`config.mk`:
```
export PLATFORM = sky130hd
export DESIGN_NAME = uart_receiver
export DESIGN_NICKNAME = d
export VERILOG_FILES = /design/src/rtl/uart_receiver.sv
export SDC_FILE = /design/constraint.sdc
export NUM_CORES = 1
export LEC_CHECK = 0
export CAP_MARGIN = 30
export CELL_PAD_IN_SITES_DETAIL_PLACEMENT = 1
export CELL_PAD_IN_SITES_GLOBAL_PLACEMENT = 2
export CORE_MARGIN = 8
export CORE_UTILIZATION = 31
export CTS_CLUSTER_DIAMETER = 150
export DETAILED_ROUTE_END_ITERATION = 10
export PLACE_DENSITY_LB_ADDON = 0.1
export SYNTH_ARGS = -nofsm -noshare
export SYNTH_HDL_FRONTEND = slang
export SYNTH_SLANG_ARGS = --single-unit
```
`constraint.sdc`:
```
create_clock -name clock -period 1.7 [get_ports clock]
set_input_delay 0.17 -clock clock [delete_from_list [all_inputs] [get_ports clock]]
set_output_delay 0.17 -clock clock [all_outputs]
set_load 0.005 [all_outputs]
```
`src/rtl/uart_receiver.sv`:
```
// 8N1 UART receive path: 2-flop input synchronizer, mid-bit oversampling FSM, byte/framing strobes.
// Optional even-parity bit between data and stop is enabled by defining RX_PARITY_EN.
module uart_receiver #(
  parameter int CLKS_PER_BIT = 16
) (
  input  logic       clock,
  input  logic       reset,
  input  logic       serial_input,
  output logic [7:0] byte_out,
  output logic       byte_valid,
  output logic       framing_error,
`ifdef RX_PARITY_EN
  output logic       parity_error,
`endif
  output logic       busy
);

  localparam int CW = $clog2(CLKS_PER_BIT);
  localparam logic [CW-1:0] HALF_LAST = CW'(CLKS_PER_BIT / 2 - 1);
  localparam logic [CW-1:0] FULL_LAST = CW'(CLKS_PER_BIT - 1);

  typedef enum logic [2:0] {
    S_IDLE, S_START, S_DATA, S_PARITY, S_STOP, S_BREAK
  } state_e;

  state_e        state_q, state_d;
  logic [1:0]    sync_q;
  logic [CW-1:0] cnt_q, cnt_d;
  logic [2:0]    idx_q, idx_d;
  logic [7:0]    shift_q, shift_d;
  logic [7:0]    byte_q, byte_d;
  logic          valid_q, valid_d;
  logic          ferr_q, ferr_d;
`ifdef RX_PARITY_EN
  logic          par_q, par_d;
  logic          perr_q, perr_d;
`endif

  logic rx;
  logic half_done;
  logic bit_done;

  assign rx        = sync_q[1];
  assign half_done = (cnt_q == HALF_LAST);
  assign bit_done  = (cnt_q == FULL_LAST);

  // State register and all datapath registers
  always_ff @(posedge clock) begin
    if (reset) begin
      sync_q  <= 2'b11;
      state_q <= S_IDLE;
      cnt_q   <= '0;
      idx_q   <= '0;
      shift_q <= '0;
      byte_q  <= '0;
      valid_q <= 1'b0;
      ferr_q  <= 1'b0;
`ifdef RX_PARITY_EN
      par_q   <= 1'b0;
      perr_q  <= 1'b0;
`endif
    end else begin
      sync_q  <= {sync_q[0], serial_input};
      state_q <= state_d;
      cnt_q   <= cnt_d;
      idx_q   <= idx_d;
      shift_q <= shift_d;
      byte_q  <= byte_d;
      valid_q <= valid_d;
      ferr_q  <= ferr_d;
`ifdef RX_PARITY_EN
      par_q   <= par_d;
      perr_q  <= perr_d;
`endif
    end
  end

  // Next-state logic
  always_comb begin
    state_d = state_q;
    unique case (state_q)
      S_IDLE:  if (!rx) state_d = S_START;
      S_START: if (half_done) state_d = rx ? S_IDLE : S_DATA;
      S_DATA: begin
        if (bit_done && idx_q == 3'd7) begin
`ifdef RX_PARITY_EN
          state_d = S_PARITY;
`else
          state_d = S_STOP;
`endif
        end
      end
      S_PARITY: if (bit_done) state_d = S_STOP;
      S_STOP:   if (bit_done) state_d = rx ? S_IDLE : S_BREAK;
      S_BREAK:  if (rx) state_d = S_IDLE;
      default:  state_d = S_IDLE;
    endcase
  end

  // Counters, shift register and strobe next values
  always_comb begin
    cnt_d   = (bit_done) ? '0 : cnt_q + CW'(1);
    idx_d   = idx_q;
    shift_d = shift_q;
    byte_d  = byte_q;
    valid_d = 1'b0;
    ferr_d  = 1'b0;
`ifdef RX_PARITY_EN
    par_d   = par_q;
    perr_d  = 1'b0;
`endif
    if (state_q == S_DATA && bit_done) begin
      shift_d[idx_q] = rx;
      idx_d          = idx_q + 3'd1;
    end
`ifdef RX_PARITY_EN
    if (state_q == S_PARITY && bit_done) par_d = rx;
`endif
    if (state_q == S_STOP && bit_done) begin
      if (rx) begin
        valid_d = 1'b1;
        byte_d  = shift_q;
      end else begin
        ferr_d = 1'b1;
      end
`ifdef RX_PARITY_EN
      perr_d = (^shift_q) ^ par_q;
`endif
    end
    // Every state entry starts a fresh bit period and bit index
    if (state_d != state_q) begin
      cnt_d = '0;
      idx_d = '0;
    end
  end

  assign byte_out      = byte_q;
  assign byte_valid    = valid_q;
  assign framing_error = ferr_q;
  assign busy          = (state_q != S_IDLE);
`ifdef RX_PARITY_EN
  assign parity_error  = perr_q;
`endif

endmodule

```
==> metrics.md <==
| Metric | Value |
|---|---|
| Status | `finished clean` |
| Die area | `7030 um^2` |
| PD cells | `784 nW/um^2` |
| Antenna Violating Nets Remaining | `0` |
| RSZ-0062 raised after global routing | `no` |
| Layout area overhead | `25.8%` |
| Clock Path Buffers | `2` |
| # DRC | `0` |
| Worst EP arrival | `1.42 ns` |
| Avg Inst Size Synth | `9.45 um^2` |
| Final Hold Vio Count | `0` |
| Post-cts resize count | `5` |
| CP peak stage delay | `0.50 ns` |
| Worst path cell trace | `inv_1 > nand2_1 > clkdlybuf4s50_1` |
| Vias per cell | `5.05` |
| Final worst-path cycle share | `93.2%` |
| Via Count | `1132` |
| Max cap viols | `0` |
| Setup-failing EPs final | `0` |
| Int Pwr | `1.08 mW` |
| Final net count | `179` |
| Post-CTS setup buffer count | `0` |
| Rows | `24` |
| Drt total wl | `3350 um` |
| Die boundary height | `83.8 um` |
| Startpoint types | `register` |
| Slew margin rel. | `73.7%` |
| Hpwl dp | `2430 um` |
| DP Cell Count | `218` |
| Data required time of the worst path | `1.53 ns` |
| Antenna violations before repair | `0` |
| Post-Layout Cell Count | `224` |
| Async SR Flop Fraction | `0%` |
| Worst slack, placed | `-0.0840 ns` |
| Clock skew | `0.00670 ns` |
| First-pass GRT wire length | `6000 um` |
| Slew @ Worst Pin | `0.393 ns` |
| Multiplexer share of the synthesized area | `12.6%` |
| Sequential share of the synthesized area | `42.1%` |
| Area leader, netlist | `dfxtp_1` |
| DR iter-0 viols | `32` |
| Post-synthesis adder-cell area fraction | `2.63%` |
| Worst Min Path Start | `sync_q[0]` |
| Clk network pwr share | `39.9%` |
| Slowest stage cell, crit path | `clkdlybuf4s50_1` |
| Synth warn | `0` |
| Overall power | `1.41 mW` |
| Cts hold-fix bufs | `0` |
| Sequential Power Share | `52.3%` |
| Sw Share | `23.3%` |
| Min setup slack post-route | `0.115 ns` |
| Final Max Tran Viols | `0` |
| Top cells by area, synth | `dfxtp_1, mux2i_1, nor2_1` |
| Hold WS | `0.411 ns` |
| Most frequent cells in the layout | `dfxtp_1, nor2_1, mux2i_1` |
| Min cycle time layout | `1.59 ns` |
| Top cell type's share of synthesized area | `42.1%` |
| Synth Area in XOR/XNOR | `1.84%` |
| Crit-path max FO | `13` |
| I/O pins | `14` |
| GPL Wtd Cong | `0.805` |
| Static Leak | `0.707 nW` |
| Synth Register Bits | `30` |
| Vias in the first global route | `1248` |
| Fraction of layout cells with a size suffix above 1 | `22.7%` |
| Starting Density | `32.5%` |
| Comb power frac | `7.7%` |
| Achievable Freq | `631 MHz` |
| H-tree Lvls | `2` |
| GRT overflow | `0` |
| Hold crit path type | `reg2reg` |
| DR WL/cell | `15.0 um` |
| Mapped Area | `1430 um^2` |
| IO Port Bufs | `13` |
| P_sw | `0.328 mW` |
| Worst-path clk slew | `0.06 ns` |
| Ys flop type | `dfxtp_1` |
| FF-to-FF Start | `cnt_q[1]` |
| Number of inserted diodes | `0` |
| TritonCTS clock tree | `built` |
| Core box area | `4380 um^2` |
| Setup Crit Path Kind | `reg2out` |
| Setup_tns | `0 ns` |
| Tot GR Track Use | `10.4%` |
| Peak VDD IR | `0.000359 V` |
| Num CTS Buffers | `5` |
| Chip width | `83.8 um` |
| Largest family of logic cells by synthesized area | `simple AND/OR/NAND/NOR gates` |
| Largest net degree at the start of global routing | `19` |
| Skew-Pair Late Insertion Delay | `0.28 ns` |
| Post-synthesis simple-gate area fraction | `25.9%` |
| EDFF count, synth | `0` |
| Synthesized net count | `157` |
| Clk sinks | `30` |
| Mapped Cells | `151` |
| Most common cell after layout, fill and taps aside | `dfxtp_1` |
| Unique masters post-synth | `40` |
| Area fraction in compound gates after synthesis | `9.30%` |
| Crit. End Element | `output port` |
| Root Buffer | `clkbuf_8` |
| DRT Pass-1 Iters | `3` |
| Worst Setup SP | `state_q[2]` |
-- power by group through the flow --
stage | Clock (mW) | Sequential, mW | Combinational (mW)
after floorplan | 0 | 0.740 | 0.0730
after global placement | 0 | 0.749 | 0.102
after detailed placement | 0 | 0.751 | 0.104
after CTS | 0.587 | 0.736 | 0.106
after global routing | 0.618 | 0.738 | 0.121
final | 0.561 | 0.736 | 0.109
-- worst paths after layout --
path / end / slack, ns / cells after the start
worst max-delay path: busy / 0.11 / 3
worst min-delay path: sync_q[1] / 0.41 / 1
worst max register to register: byte_out[6] / 0.15 / 6
worst min register to register: sync_q[1] / 0.41 / 1
-- synthesized netlist by cell type (all sizes together), types with 2 or more instances --
cell    instances
dfxtp          30
nor2           23
mux2i          18
buf             8
nand3           8
nor3            6
o21ai           6
nand2           5
a21oi           4
clkbuf          4
nor2b           4
a211oi          3
ha              3
inv             3
nor4b           3
nand4           2
nor4            2
o21bai          2
or2             2
xor2            2
-- stage by stage --
step	util [%]	area [um^2]
after floorplan	-	1430
after global placement	38.1	1670
after detailed placement	38.1	1670
after CTS	40.2	1760
after global routing	40.9	1790
final	40.9	1790
-- final cells by class --
type / instances / area (um^2)
Fill cell: 496 / 2590
Multi-Input combinational cell: 106 / 778
Sequential cell: 30 / 609
Timing Repair Buffer: 27 / 248
Clock buffer: 6 / 82.6
Tap cell: 52 / 65.1
Inverter: 3 / 11.3
-- worst max-delay path: cells and delay by family (launching register included) --
kind,cells,cell delay [ns]
buffers and inverters,2,0.63
flip-flops,1,0.43
AND/OR/NAND/NOR,1,0.08
-- metal layers --
| metal | part of all wire, % | global-route usage [%] | wire [um] |
|---|---|---|---|
| met1 | 44 | 11.5 | 1470 |
| met2 | 51 | 17.4 | 1700 |
| met3 | 4.3 | 4.00 | 143 |
| met4 | 1.1 | 4.24 | 37 |
| met5 | 0 | 0 | 0 |
-- flip-flops by register name (all words and copies together) (netlist names) --
signal	cells
byte_out	8
byte_valid	1
cnt_q	4
framing_error	1
idx_q	3
shift_q	8
state_q	3
sync_q	2
-- logic make-up (layout without fill, tap and decap cells) --
group           count (synthesis)  count (layout)
compound gates                 20              20
mux                            18              18
flops                          30              30
buf+inv                        15              36
fa+ha+maj                       3               3
simple gates                   62              62
xor+xnor                        3               3
Note: power is estimated with default switching activity, not from simulation.
